--- src/rtl/sc_mul_acc_pkg.sv ---
// Shared types and helpers for the stochastic multiplier: FSM states,
// Sobol direction numbers and stream-length clamping.
package sc_pkg;

   typedef enum logic [1:0] {
      ST_IDLE = 2'd0,
      ST_RUN  = 2'd1,
      ST_DONE = 2'd2
   } sc_state_e;

   // Direction number V[k]; indices at or past width contribute nothing.
   function automatic logic [31:0] sobol_dir(input int width, input int dim, input int k);
      logic [31:0] m;
      m = 32'd1;
      for (int j = 0; j < k; j++) begin
         m = m ^ (m << 1);
      end
      if (k >= width) begin
         return 32'd0;
      end else if (dim == 1) begin
         return 32'd1 << (width - 1 - k);
      end else begin
         return m << (width - 1 - k);
      end
   endfunction

   function automatic int clamp_len(input int len, input int width);
      return (len > width) ? width : len;
   endfunction

endpackage

--- src/rtl/sc_mul_acc_rng.sv ---
// Gray-code Sobol sequence generator for one dimension (DIM 1 or 2).
module sc_sobol_rng
   import sc_pkg::*;
#(
   parameter int WIDTH = 8,
   parameter int DIM   = 1
) (
   input  logic             clk,
   input  logic             rst,
   input  logic             iEnable,
   input  logic             iClear,
   output logic [WIDTH-1:0] oSeq
);

   logic [WIDTH-1:0] r_idx;
   logic [WIDTH-1:0] r_seq;
   logic [WIDTH-1:0] w_dir;
   logic [WIDTH-1:0] w_vtab [WIDTH+1];

   for (genvar g = 0; g <= WIDTH; g++) begin : g_dir
      assign w_vtab[g] = WIDTH'(sobol_dir(WIDTH, DIM, g));
   end

   // Direction selected by the lowest zero bit of the index (trailing-ones count).
   always_comb begin
      w_dir = w_vtab[WIDTH];
      for (int k = WIDTH - 1; k >= 0; k--) begin
         if (!r_idx[k]) begin
            w_dir = w_vtab[k];
         end else begin
            w_dir = w_dir;
         end
      end
   end

   // Index and sequence state; clear wins over advance.
   always_ff @(posedge clk or posedge rst) begin
      if (rst) begin
         r_idx <= '0;
         r_seq <= '0;
      end else if (iClear) begin
         r_idx <= '0;
         r_seq <= '0;
      end else if (iEnable) begin
         r_idx <= r_idx + WIDTH'(1);
         r_seq <= r_seq ^ w_dir;
      end
   end

   assign oSeq = r_seq;

endmodule

--- src/rtl/sc_mul_acc.sv ---
// Stochastic multiplier with a built-in ones counter over 2^L cycles.
// Define SC_BIPOLAR_EN to add the iBipolar port (XNOR bipolar product).
module sc_mul_acc
   import sc_pkg::*;
#(
   parameter int WIDTH = 8,
   parameter int LW    = $clog2(WIDTH + 1)
) (
   input  logic             clk,
   input  logic             rst,
   input  logic [WIDTH-1:0] iA,
   input  logic [WIDTH-1:0] iB,
   input  logic [LW-1:0]    iLenLog2,
   input  logic             iStart,
`ifdef SC_BIPOLAR_EN
   input  logic             iBipolar,
`endif
   output logic             oBusy,
   output logic             oDone,
   output logic [WIDTH:0]   oCount,
   output logic             oBit
);

   sc_state_e        r_state;
   logic [WIDTH-1:0] r_a;
   logic [WIDTH-1:0] r_b;
   logic [LW-1:0]    r_len;
   logic [WIDTH:0]   r_cnt;
   logic [WIDTH:0]   r_cyc;
   logic [WIDTH:0]   r_count;
`ifdef SC_BIPOLAR_EN
   logic             r_bip;
`endif

   logic [WIDTH-1:0] w_seq_a;
   logic [WIDTH-1:0] w_seq_b;
   logic             w_bit_a;
   logic             w_bit_b;
   logic             w_prod;
   logic             w_start;
   logic             w_run;
   logic             w_last;
   logic [WIDTH:0]   w_term;
   logic [WIDTH:0]   w_cnt_next;

   assign w_run   = (r_state == ST_RUN);
   assign w_start = iStart & ~w_run;

   sc_sobol_rng #(.WIDTH(WIDTH), .DIM(1)) u_rng_a (
      .clk(clk), .rst(rst), .iEnable(w_run), .iClear(w_start), .oSeq(w_seq_a)
   );

   sc_sobol_rng #(.WIDTH(WIDTH), .DIM(2)) u_rng_b (
      .clk(clk), .rst(rst), .iEnable(w_run), .iClear(w_start), .oSeq(w_seq_b)
   );

   assign w_bit_a = (r_a > w_seq_a);
   assign w_bit_b = (r_b > w_seq_b);
`ifdef SC_BIPOLAR_EN
   assign w_prod = r_bip ? ~(w_bit_a ^ w_bit_b) : (w_bit_a & w_bit_b);
`else
   assign w_prod = w_bit_a & w_bit_b;
`endif
   assign oBit = w_run & w_prod;

   assign w_term     = ((WIDTH+1)'(1) << r_len) - (WIDTH+1)'(1);
   assign w_last     = (r_cyc == w_term);
   assign w_cnt_next = r_cnt + {{WIDTH{1'b0}}, oBit};

   // Control FSM with operand latching, ones counting and result capture.
   always_ff @(posedge clk or posedge rst) begin
      if (rst) begin
         r_state <= ST_IDLE;
         r_a     <= '0;
         r_b     <= '0;
         r_len   <= '0;
         r_cnt   <= '0;
         r_cyc   <= '0;
         r_count <= '0;
`ifdef SC_BIPOLAR_EN
         r_bip   <= 1'b0;
`endif
      end else begin
         case (r_state)
            ST_IDLE, ST_DONE: begin
               if (iStart) begin
                  r_a     <= iA;
                  r_b     <= iB;
                  r_len   <= LW'(clamp_len(int'(iLenLog2), WIDTH));
`ifdef SC_BIPOLAR_EN
                  r_bip   <= iBipolar;
`endif
                  r_cnt   <= '0;
                  r_cyc   <= '0;
                  r_state <= ST_RUN;
               end else begin
                  r_state <= ST_IDLE;
               end
            end
            ST_RUN: begin
               r_cnt <= w_cnt_next;
               r_cyc <= r_cyc + (WIDTH+1)'(1);
               if (w_last) begin
                  r_count <= w_cnt_next;
                  r_state <= ST_DONE;
               end
            end
            default: r_state <= ST_IDLE;
         endcase
      end
   end

   assign oBusy  = w_run;
   assign oDone  = (r_state == ST_DONE);
   assign oCount = r_count;

endmodule

--- config.mk ---
export PLATFORM = sky130hd
export DESIGN_NAME = sc_mul_acc
export DESIGN_NICKNAME = d
export VERILOG_FILES = /design/src/rtl/sc_mul_acc_pkg.sv /design/src/rtl/sc_mul_acc_rng.sv /design/src/rtl/sc_mul_acc.sv
export SDC_FILE = /design/constraint.sdc
export NUM_CORES = 1
export LEC_CHECK = 0
export CORE_UTILIZATION = 55
export DETAILED_ROUTE_END_ITERATION = 7
export MAX_ROUTING_LAYER = met4
export PLACE_DENSITY = 0.76
export SLEW_MARGIN = 20
export SYNTH_ARGS = -nofsm -noshare
export SYNTH_HDL_FRONTEND = slang
export SYNTH_SLANG_ARGS = --single-unit
--- constraint.sdc ---
create_clock -name clk -period 6.9 [get_ports clk]
set_input_delay 2.07 -clock clk [delete_from_list [all_inputs] [get_ports clk]]
set_output_delay 2.07 -clock clk [all_outputs]
set_load 0.05 [all_outputs]
==> results of run 1 <==
-- worst max-delay path by stage --
stage	to	depth (start not counted)	start	slack (ns)
after global routing	oBit	8	r_b[1]$_DFFE_PP0P_	2.04
final	oBit	8	r_b[1]$_DFFE_PP0P_	2.20
after global placement	oBit	9	u_rng_b.oSeq[1]$_DFFE_PP0P_	2.65
after CTS	oBit	8	r_b[1]$_DFFE_PP0P_	2.18
after detailed placement	oBit	8	r_b[1]$_DFFE_PP0P_	2.58
after floorplan	oCount[0]$_DFFE_PP0P_	1	rst	2.75
-- per-stage QoR --
stage	utilization, %	hold slack, ns	setup WS, ns
3_3_place_gp	62.7	0.465	2.65
2_1_floorplan	-	0.447	2.75
6_report	65.3	0.490	2.20
3_5_place_dp	62.7	0.471	2.58
5_1_grt	65.3	0.509	2.04
4_1_cts	65.2	0.494	2.18
-- cell families after synthesis --
logic type                 synth area share (%)
adders and majority gates                  6.41
AOI/OAI and AO/OA                          15.8
buffers and inverters                      4.18
xor gates and xnor gates                   2.34
and+or+nand+nor                            22.3
DFF                                        45.1
muxes                                      3.79
-- layer usage --
metal / global-route usage (%) / routed length [µm] / vias up / part of all wire [%]
met3: 4.43 / 260 / 17 / 2.8
met1: 31.3 / 4160 / 1720 / 46
li1: - / - / 1767 / -
met5: - / 0 / - / 0
met4: 10.4 / 222 / 0 / 2.4
met2: 38.3 / 4480 / 51 / 49
-- worst register-to-register path, delay by kind of cell (launching register included) --
family | cells | cell delay (ns)
adder cells (fa/ha/maj) | 1 | 0.45
AND/OR/NAND/NOR | 5 | 1.29
multiplexers | 1 | 0.36
AO/OA/AOI/OAI | 2 | 0.61
flip-flops | 1 | 0.69
-- cells in the mapped netlist (all sizes together), types with 2 or more instances --
master and n:
a22o 3, buf 6, o22ai 2, nor4 2, nand2 96, o211ai 6
mux2i 5, o21ai 54, and3 10, clkbuf 14, or4 2, or2 2
dfrtp 81, nor4b 2, o31ai 5, a21boi 2, nand2b 12, nand3b 5
xor2 7, a31oi 3, ha 23, o21a 2, xnor2 5, nor2 21
a21o 3, a221o 2, nor3 5, inv 23, nand3 20, o41ai 3
mux2 8, nand4 10, o21bai 5, nor2b 7, a21oi 16, or3 4
-- power breakdown --
| group | internal (W) | leakage (nW) | switching, W |
|---|---|---|---|
| sequential | 0.000649 | 1.06 | 0.000211 |
| clock | 0.000163 | 0.0996 | 0.000182 |
| combinational | 0.000448 | 1.19 | 0.000585 |
-- registers in the layout, indices dropped and copies added, names as in the netlist --
name / count
u_rng_a.r_idx: 8
oCount: 9
r_b: 8
u_rng_a.oSeq: 8
r_cyc: 9
r_a: 8
r_state: 2
r_len: 4
u_rng_b.oSeq: 8
u_rng_b.r_idx: 8
r_cnt: 9
-- final cells by class --
cell class	count	area [µm²]
Clock inverter	4	33.8
Timing Repair Buffer	38	374
Sequential cell	81	2030
Fill cell	663	2710
Clock buffer	12	165
Inverter	24	91.3
Tap cell	102	128
Multi-Input combinational cell	363	2280
-- cell usage in the layout, fill, tap and decap left out, drive strengths merged, types with 12 or more instances in the layout --
cell,instances
ha,23
a21oi,16
clkbuf,12
nand2b,12
inv,24
nor2,21
o21ai,54
dfrtp,81
nand3,20
clkdlybuf4s50,34
nand2,96
==> key figures, run 1 <==
STA
  • Setup TNS: 0 ns
  • Unrepaired setup endpoints after global routing: false
  • Slew @ Worst Pin: 1.00 ns
  • Clock skew: 0.0131 ns
  • Relative slew margins: 33.1%
  • Setup violators final: 0
  • Max Freq: ~210 MHz
  • Slew Viols, Final: 0
  • Final period utilization: about two thirds
  • Final min period: 4.70 ns
  • Fin. Hold Viols: 0

Clock network
  • Clk buf depth: 2
  • Clock root buffer: clkbuf_8
  • Num CTS Buffers: 9
  • Number of setup buffers added after CTS: 0
  • Post-cts sizing count: 0
  • H-Tree Depth: 3
  • CTS clk-pin slew, worst paths: ~0.080 ns
  • Clock latency on the worst-skew pair: about 0.37 ns
  • CTS tree: built
  • Cts hold-fix bufs: 0
  • Sink Count: 81

Floorplanning
  • Starting Density: 57.5%
  • Core Box Area: just under 8000 µm²
  • Row cnt: 32
  • Die Area: roughly 8500 µm²
  • Die outline height: roughly 92 µm
  • # IOs: 35
  • Width of the die: 92.4 µm

Synth
  • Ys Warns: 0
  • Syn Inst Count: 489
  • EDFF count, synth: 0
  • Synthesized flop and latch total: 81
  • Post-synth top area share: 45.1%
  • Leading area contributor after synthesis: dfrtp_1
  • Asr flop ratio synth: between 90% and 100%
  • Register area share after synthesis: 45.1%
  • Area contributors post-synth: dfrtp_1, nand2_1, ha_1
  • Ys flop type: dfrtp_1
  • Distinct cells, synth: roughly 60
  • Post-Syn Area: between 4000 and 5000 µm²
  • Mapped Nets: 535
  • Syn Area/Cell: 9.19 µm²

Placement
  • DP Wirelength: 6250 µm
  • Placed cell area: just under 5000 µm²
  • Port-buffer cells: 34
  • RePlAce Congestion: around 0.83
  • Placed cells: 608

Drt
  • Detailed Route Iter0 Violations: 186
  • Post-DRT Antenna Nets: 0
  • DR vias/cell: 5.70
  • Final wirelength: slightly above 9000 µm
  • DRT Pass-1 Iters: 4
  • WL/cell: 14.6 µm
  • # DRC: 0
  • Vias: 3555

Min path
  • Hold/Removal Path Class: reg -> reg
  • Hold wc startpoint: u_rng_a.oSeq[6]$_DFFE_PP0P_
  • Worst Hold End: u_rng_a.oSeq[6]$_DFFE_PP0P_
  • Hold Path Depth: 1

Status
  • Status: finished, final reports clean

Critical path
  • Max stage delay on crit path: 0.83 ns
  • Top delay family on crit path: buffers and inverters
  • Max stage delay cell, worst path: clkdlybuf4s50_1
  • Crit-path cells: ha_1 -> nor2b_1 -> o21ai_0 -> nand2b_1 -> a21oi_1 -> o21ai_0 -> and3_1 -> clkdlybuf4s50_1
  • Crit Reg-Reg Startpoint: r_len[2]$_DFFE_PP0P_
  • CP Data Required Time: between 4 and 5 ns
  • CP Class: reg -> out
  • Worst r2r path cells: 9
  • Crit path top cell by count: o21ai_0
  • Critical Path End Type: output port
  • WP buf/inv: 1
  • Critical Path AT: roughly 2.6 ns
  • Reg2reg end: oCount[1]$_DFFE_PP0P_
  • Startpoint types: register
  • Crit path max fanout: 2
  • Worst reg2reg setup slack: 3.40 ns

Job
  • Max cap viols: 0

Global route
  • Vias in the first global route: ~3400
  • Grt ovf: 0
  • Total GRT Usage: 24.4%
  • Largest net degree at the start of global routing: 82
  • Initial antenna violation count: 0
  • First-pass GRT wire length: between 15000 and 20000 µm

Layout
  • Layout area overhead: 13.5%
  • Layout cells sized above 1: 7.47%
  • Final instance area: slightly above 5000 µm²
  • Post-Layout Cell Count: 624
  • Ant diodes: 0
  • Nets: 563

Power and ir drop
  • Final Power: 0.00224 W
  • Leakage: 2.34 nW
  • Pwr Density: about 440 nW/µm²
  • Max VDD drop: 0.182 mV
Note: power is estimated with default switching activity, not from simulation.
==> inputs of run 2 (changes only) <==
Clock period 6.9 ns to 4.55 ns, I/O delays scaled along.
==> run 2 against run 1 <==
Effect of this change: hold slack worse by 0.0028 ns; highest routed layer unchanged; critical path depth is 1 higher; clock skew is 0.0082 ns higher; critical path type unchanged; first-iteration DRC count is 6.5% lower; sequential power is 51% higher; sequential share of layout area hardly changed; non-clock buffer count stayed put; cell area hardly changed; combinational power is 52% higher; die area stayed put; register-to-register slack worse by 2.3 ns.
==> key figures, run 2 (synthesis gave the netlist of run 1 again) <==
Power and ir drop
  • Psw: 0.00149 W (was 0.000977 W)
  • P_int: 0.00188 W (was 0.00126 W)
  • Combinational share of power: 46.5% (was 46.2%)
  • Leakage: 2.34 nW (about the same)
  • Clk pwr share: 14.8% (was 15.4%)
  • Max VDD drop: 0.319 mV (was 0.182 mV)
  • Pwr Density: 661 nW/µm² (was 439 nW/µm²)
  • Switching share of power: 44.3% (was 43.7%)
  • Sequential share of power: 38.7% (was 38.4%)

Placement
  • Port-buffer cells: 34 (unchanged)
  • RePlAce Congestion: 0.816 (was 0.825)
  • DP Wirelength: 6380 µm (was 6250 µm)

Critical path
  • Worst Setup SP: u_rng_b.oSeq[1]$_DFFE_PP0P_ (was r_b[1]$_DFFE_PP0P_)
  • Crit Reg-Reg Startpoint: r_len[3]$_DFFE_PP0P_ (was r_len[2]$_DFFE_PP0P_)
  • Max stage delay cell, worst path: dfrtp_1 (was clkdlybuf4s50_1)
  • Critical Path AT: 2.20 ns (was 2.63 ns)
  • WP buf/inv: 2 (was 1)
  • Crit path top cell by count: o21ai_0 (unchanged)
  • Crit-path cells: inv_1 -> ha_1 -> nor2b_1 -> o21ai_0 -> nand2b_1 -> a21oi_1 -> o21ai_0 -> and3_1 -> buf_4 (was ha_1 -> nor2b_1 -> o21ai_0 -> nand2b_1 -> a21oi_1 -> o21ai_0 -> and3_1 -> clkdlybuf4s50_1)
  • Critical Path End Type: output port (unchanged)
  • Max stage delay on crit path: 0.38 ns (was 0.83 ns)
  • Crit path max fanout: 3 (was 2)
  • Top delay family on crit path: simple AND/OR/NAND/NOR gates (was buffers and inverters)
  • CP Data Required Time: 3.18 ns (was 4.83 ns)
  • CP Class: reg -> out (unchanged)
  • Startpoint types: register (unchanged)

STA
  • Max Freq: between 200 and 300 MHz
  • Final min period: 3.57 ns
  • Fin. Hold Viols: 0 (unchanged)
  • Unrepaired setup endpoints after global routing: false (unchanged)
  • Slew @ Worst Pin: 0.978 ns (was 1.00 ns)
  • Setup violators final: 0 (unchanged)
  • Clock skew: 0.0213 ns (was 0.0131 ns)
  • Final period utilization: 78.4%
  • Relative slew margins: 34.8% (was 33.1%)
  • Setup TNS: 0 ns (unchanged)
  • Slew Viols, Final: 0 (unchanged)

Clock network
  • CTS clk-pin slew, worst paths: 0.09 ns (was 0.08 ns)
  • Clk buf depth: 2 (unchanged)
  • H-Tree Depth: 3 (unchanged)
  • Clock root buffer: clkbuf_8 (unchanged)
  • Cts hold-fix bufs: 0 (unchanged)
  • Clock latency on the worst-skew pair: 0.36 ns (was 0.37 ns)
  • Post-cts sizing count: 0 (unchanged)
  • Num CTS Buffers: 9 (unchanged)
  • Sink Count: 81 (unchanged)
  • Number of setup buffers added after CTS: 0 (unchanged)
  • CTS tree: built (unchanged)

Floorplanning
  • Width of the die: 92.4 µm (unchanged)
  • Row cnt: 32 (unchanged)
  • Core Box Area: 7810 µm² (unchanged)
  • # IOs: 35 (unchanged)
  • Starting Density: 57.5% (unchanged)
  • Die Area: 8530 µm² (unchanged)
  • Die outline height: 92.4 µm (unchanged)

Drt
  • Post-DRT Antenna Nets: 0 (unchanged)
  • Final wirelength: 9240 µm (was 9130 µm)
  • # DRC: 0 (unchanged)
  • WL/cell: 14.8 µm (was 14.6 µm)
  • DR vias/cell: 5.78 (was 5.70)
  • Detailed Route Iter0 Violations: 174 (was 186)
  • Vias: 3605 (was 3555)
  • DRT Pass-1 Iters: 6 (was 4)

Global route
  • Total GRT Usage: 24.5% (was 24.4%)
  • Initial antenna violation count: 0 (unchanged)
  • Largest net degree at the start of global routing: 82 (unchanged)
  • Vias in the first global route: 3509 (was 3412)
  • Grt ovf: 0 (unchanged)
  • First-pass GRT wire length: 16100 µm (was 15900 µm)

Layout
  • Layout cells sized above 1: 7.66% (was 7.47%)
  • Commonest non-fill, non-tap cell in the layout: nand2_1 (unchanged)
  • Commonest non-fill, non-tap cells in the layout: nand2_1, dfrtp_1, o21ai_0 (unchanged)
  • Fillers: 658 (was 663)
  • Ant diodes: 0 (unchanged)
  • Nets: 563 (unchanged)
  • Layout area overhead: 13.4% (was 13.5%)
  • Core Util, Final: 65.2% (was 65.3%)

Min path
  • Hold wc startpoint: u_rng_a.oSeq[3]$_DFFE_PP0P_ (was u_rng_a.oSeq[6]$_DFFE_PP0P_)
  • Hold/Removal Path Class: reg -> reg (unchanged)

Status
  • Status: finished, final reports clean (unchanged)

Job
  • Max cap viols: 0 (unchanged)
-- run 2: cell types whose count changed in the layout (fill, tap and decap cells not counted), sizes merged --
cell	delta
clkinv	+3
clkbuf	-2
buf	+1
clkdlybuf4s50	-1
inv	-1
-- run 2: path summary, 6_finish.rpt --
check,slack [ns],cells past startpoint,to
worst max-delay path,0.98,9,oBit
worst min-delay path,0.49,1,u_rng_a.oSeq[3]$_DFFE_PP0P_
worst max register to register,1.05,9,oCount[3]$_DFFE_PP0P_
worst min register to register,0.49,1,u_rng_a.oSeq[3]$_DFFE_PP0P_
max in group asynchronous,2.80,3,u_rng_b.oSeq[1]$_DFFE_PP0P_
min in group asynchronous,1.42,3,u_rng_b.oSeq[5]$_DFFE_PP0P_
-- run 2: layout make-up --
| class | instances | area, µm² | area share [%] |
|---|---|---|---|
| repair buffers | 38 | 380 | 7.47 |
| well taps | 102 | 128 | 2.51 |
| clock buffers | 10 | 138 | 2.70 |
| flip-flops and latches | 81 | 2030 | 39.8 |
| multi-input cells | 363 | 2280 | 44.7 |
| clock inverters | 6 | 51.3 | 1.01 |
| inverters | 24 | 91.3 | 1.79 |
-- run 2: per-layer routing --
metal | part of all wire [%] | routed length (µm) | global-route usage (%)
met1 | 46 | 4250 | 32.6
met2 | 49 | 4560 | 38.7
met3 | 3.2 | 294 | 2.96
met4 | 1.5 | 143 | 9.24
met5 | 0 | 0 | -
-- run 2: per-stage QoR --
| step | power [W] | area (µm²) | cells | setup slack (ns) | hold WS (ns) |
|---|---|---|---|---|---|
| after floorplan | 0.00248 | 4490 | 489 | 1.10 | 0.447 |
| after global placement | 0.00278 | 4900 | 608 | 1.25 | 0.462 |
| after detailed placement | 0.00288 | 4900 | 608 | 1.05 | 0.471 |
| after CTS | 0.00339 | 5090 | 624 | 0.995 | 0.491 |
| after global routing | 0.00366 | 5090 | 624 | 0.867 | 0.506 |
| final | 0.00337 | 5090 | 624 | 0.982 | 0.487 |
-- run 2: power by group through the flow --
| stage | Sequential [W] | Combinational [W] | Clock, W |
|---|---|---|---|
| after floorplan | 0.00123 | 0.00125 | 0 |
| after global placement | 0.00129 | 0.00149 | 0 |
| after detailed placement | 0.00131 | 0.00157 | 0 |
| after CTS | 0.00130 | 0.00158 | 0.000505 |
| after global routing | 0.00135 | 0.00178 | 0.000534 |
| final | 0.00130 | 0.00157 | 0.000500 |
==> inputs of run 3 (changes only) <==
Clock period 4.55 ns to 3.3 ns, I/O delays scaled along.
==> run 3 against run 2 <==
Effect of this change: cell count grew 1.1%; core utilization grew 1.0 points; global-route usage grew 1.2 points; critical path depth rose by 6; sequential share of layout area decreased by 0.61 points; combinational power is 52% higher; via count hardly changed; register-to-register slack lost 0.87 ns; non-clock buffer count increased by 7; worst setup slack lost 0.80 ns.
==> key figures, run 3 (synthesis gave the netlist of run 1 again) <==
Layout
  • Ant diodes: 0 (unchanged)
  • Final instance area: 5170 µm² (was 5090 µm²)
  • Commonest non-fill, non-tap cells in the layout: nand2_1, dfrtp_1, o21ai_0 (unchanged)
  • Commonest non-fill, non-tap cell in the layout: nand2_1 (unchanged)
  • Core Util, Final: 66.2% (was 65.2%)
  • Nets: 570 (was 563)
  • Fillers: 628 (was 658)
  • Layout cells sized above 1: 10.2% (was 7.66%)
  • Layout area overhead: 15.1% (was 13.4%)
  • Post-Layout Cell Count: 631 (was 624)

Clock network
  • Sink Count: 81 (unchanged)
  • Num CTS Buffers: 9 (unchanged)
  • H-Tree Depth: 3 (unchanged)
  • Clock root buffer: clkbuf_8 (unchanged)
  • Clk buf depth: 2 (unchanged)
  • Post-cts sizing count: 0 (unchanged)
  • Number of setup buffers added after CTS: 0 (unchanged)
  • CTS tree: built (unchanged)
  • Cts hold-fix bufs: 0 (unchanged)
  • Clock latency on the worst-skew pair: 0.36 ns (about the same)
  • CTS clk-pin slew, worst paths: 0.09 ns (about the same)

Critical path
  • Critical Path AT: 3.37 ns (was 2.20 ns)
  • Critical Path Stages: 15 (was 9)
  • Crit path max fanout: 4 (was 3)
  • CP Class: reg -> reg (was reg -> out)
  • Worst r2r path cells: 15 (was 9)
  • Reg2reg end: oCount[8]$_DFFE_PP0P_ (was oCount[3]$_DFFE_PP0P_)
  • CP endpoint: oCount[8]$_DFFE_PP0P_ (was oBit)
  • Critical Path End Type: register (was output port)
  • Worst Setup SP: u_rng_b.oSeq[1]$_DFFE_PP0P_ (unchanged)
  • WP buf/inv: 1 (was 2)
  • Worst reg2reg setup slack: 0.18 ns (was 1.05 ns)
  • Max stage delay on crit path: 0.38 ns (about the same)
  • Crit-path cells: inv_1 -> ha_1 -> nor2b_1 -> o21ai_0 -> nand2b_1 -> a21oi_2 -> o21ai_0 -> and3_1 -> ha_2 -> ha_2 -> and3_4 -> and3_2 -> and3_4 -> xor2_1 -> mux2_4 (was inv_1 -> ha_1 -> nor2b_1 -> o21ai_0 -> nand2b_1 -> a21oi_1 -> o21ai_0 -> and3_1 -> buf_4)
  • Max stage delay cell, worst path: dfrtp_1 (unchanged)
  • Top delay family on crit path: simple AND/OR/NAND/NOR gates (unchanged)
  • CP Data Required Time: 3.55 ns (was 3.18 ns)
  • Crit Reg-Reg Startpoint: u_rng_b.oSeq[1]$_DFFE_PP0P_ (was r_len[3]$_DFFE_PP0P_)
  • Startpoint types: register (unchanged)

Drt
  • DR vias/cell: 5.71 (was 5.78)
  • WL/cell: 15.5 µm (was 14.8 µm)
  • # DRC: 0 (unchanged)
  • Post-DRT Antenna Nets: 0 (unchanged)
  • Final wirelength: 9790 µm (was 9240 µm)
  • Vias: 3603 (was 3605)
  • DRT Pass-1 Iters: 4 (was 6)
  • Detailed Route Iter0 Violations: 181 (was 174)

STA
  • Relative slew margins: 52.0% (was 34.8%)
  • Fin. Hold Viols: 0 (unchanged)
  • Final min period: slightly above 3 ns
  • Clock skew: 0.00866 ns (was 0.0213 ns)
  • Slew @ Worst Pin: 0.717 ns (was 0.978 ns)
  • Hold Slack: 0.487 ns (about the same)
  • Max Freq: 321 MHz
  • Unrepaired setup endpoints after global routing: false (unchanged)
  • Slew Viols, Final: 0 (unchanged)
  • Final period utilization: 94.4%
  • Setup TNS: 0 ns (unchanged)
  • Setup violators final: 0 (unchanged)

Power and ir drop
  • Leakage: 2.36 nW (was 2.34 nW)
  • Pwr Density: 931 nW/µm² (was 661 nW/µm²)
  • Switching share of power: 43.7% (was 44.3%)
  • P_int: 0.00271 W (was 0.00188 W)
  • Combinational share of power: 49.4% (was 46.5%)
  • Clk pwr share: 15.1% (was 14.8%)
  • Psw: 0.00210 W (was 0.00149 W)
  • Sequential share of power: 35.5% (was 38.7%)
  • Max VDD drop: 0.501 mV (was 0.319 mV)

Placement
  • RePlAce Congestion: 0.824 (was 0.816)
  • DP Wirelength: 6720 µm (was 6380 µm)
  • Placed cells: 615 (was 608)
  • Port-buffer cells: 34 (unchanged)
  • Placed cell area: 4950 µm² (was 4900 µm²)

Global route
  • Grt ovf: 0 (unchanged)
  • GR Util met1: 34.1% (was 32.6%)
  • Total GRT Usage: 25.7% (was 24.5%)
  • Most Crowded Layer GR: met2 (unchanged)
  • Largest net degree at the start of global routing: 45 (was 82)
  • Met2 usage: 39.4% (was 38.7%)
  • Initial antenna violation count: 0 (unchanged)
  • First-pass GRT wire length: 16800 µm (was 16100 µm)
  • Met3 Usage GRT: 5.50% (was 2.96%)
  • Vias in the first global route: 3472 (was 3509)

Floorplanning
  • # IOs: 35 (unchanged)
  • Starting Density: 57.5% (unchanged)
  • Core Box Area: 7810 µm² (unchanged)
  • Row cnt: 32 (unchanged)
  • Die Area: 8530 µm² (unchanged)
  • Width of the die: 92.4 µm (unchanged)
  • Die outline height: 92.4 µm (unchanged)

Min path
  • Hold/Removal Path Class: reg -> reg (unchanged)

Job
  • Max cap viols: 0 (unchanged)

Status
  • Status: finished, final reports clean (unchanged)
## run 3: layout make-up
| cell class | count | area [µm²] | area share (%) |
|---|---|---|---|
| inverter | 24 | 91.3 | 1.77 |
| timing repair buffer | 45 | 430 | 8.32 |
| tap | 102 | 128 | 2.47 |
| clock inverter | 6 | 67.6 | 1.31 |
| sequential | 81 | 2030 | 39.2 |
| clock buffer | 10 | 128 | 2.47 |
| multi-input combinational | 363 | 2300 | 44.5 |
## run 3: layer usage
metal | share of wire, % | vias to the layer above
met5 | 0 | -
met4 | 1.8 | 0
met3 | 3.1 | 14
met2 | 48 | 60
met1 | 47 | 1745
li1 | - | 1784
## run 3: worst min path at each step
stage / endpoint / start / slack (ns) / cells after the start
after floorplan: u_rng_a.oSeq[5]$_DFFE_PP0P_ / u_rng_a.oSeq[5]$_DFFE_PP0P_ / 0.45 / 1
after global placement: u_rng_a.oSeq[1]$_DFFE_PP0P_ / u_rng_a.oSeq[1]$_DFFE_PP0P_ / 0.47 / 1
after global routing: r_b[3]$_DFFE_PP0P_ / r_b[3]$_DFFE_PP0P_ / 0.52 / 2
final: u_rng_b.oSeq[7]$_DFFE_PP0P_ / u_rng_b.oSeq[7]$_DFFE_PP0P_ / 0.49 / 1
after CTS: u_rng_b.oSeq[7]$_DFFE_PP0P_ / u_rng_b.oSeq[7]$_DFFE_PP0P_ / 0.49 / 1
after detailed placement: r_a[7]$_DFFE_PP0P_ / r_a[7]$_DFFE_PP0P_ / 0.47 / 2
## run 3: per-stage QoR
stage	total power, W	setup slack [ns]
3_3_place_gp	0.00391	0.210
5_1_grt	0.00521	0.00411
3_5_place_dp	0.00405	0.111
6_report	0.00481	0.183
4_1_cts	0.00480	0.0970
2_1_floorplan	0.00342	0.0785
## run 3: power groups by stage
stage	combinational, W	sequential (W)	clock (W)
3_3_place_gp	0.00222	0.00170	0
3_5_place_dp	0.00233	0.00172	0
4_1_cts	0.00236	0.00170	0.000738
5_1_grt	0.00266	0.00177	0.000780
6_report	0.00238	0.00171	0.000728
2_1_floorplan	0.00173	0.00170	0
## run 3: worst reg2reg max path, stage by stage (launching register included)
cell and delay (ns):
dfrtp_1 0.38, inv_1 0.05, ha_1 0.30, nor2b_1 0.14, o21ai_0 0.16, nand2b_1 0.10
a21oi_2 0.14, o21ai_0 0.07, and3_1 0.22, ha_2 0.21, ha_2 0.20, and3_4 0.20
and3_2 0.24, and3_4 0.20, xor2_1 0.14, mux2_4 0.26
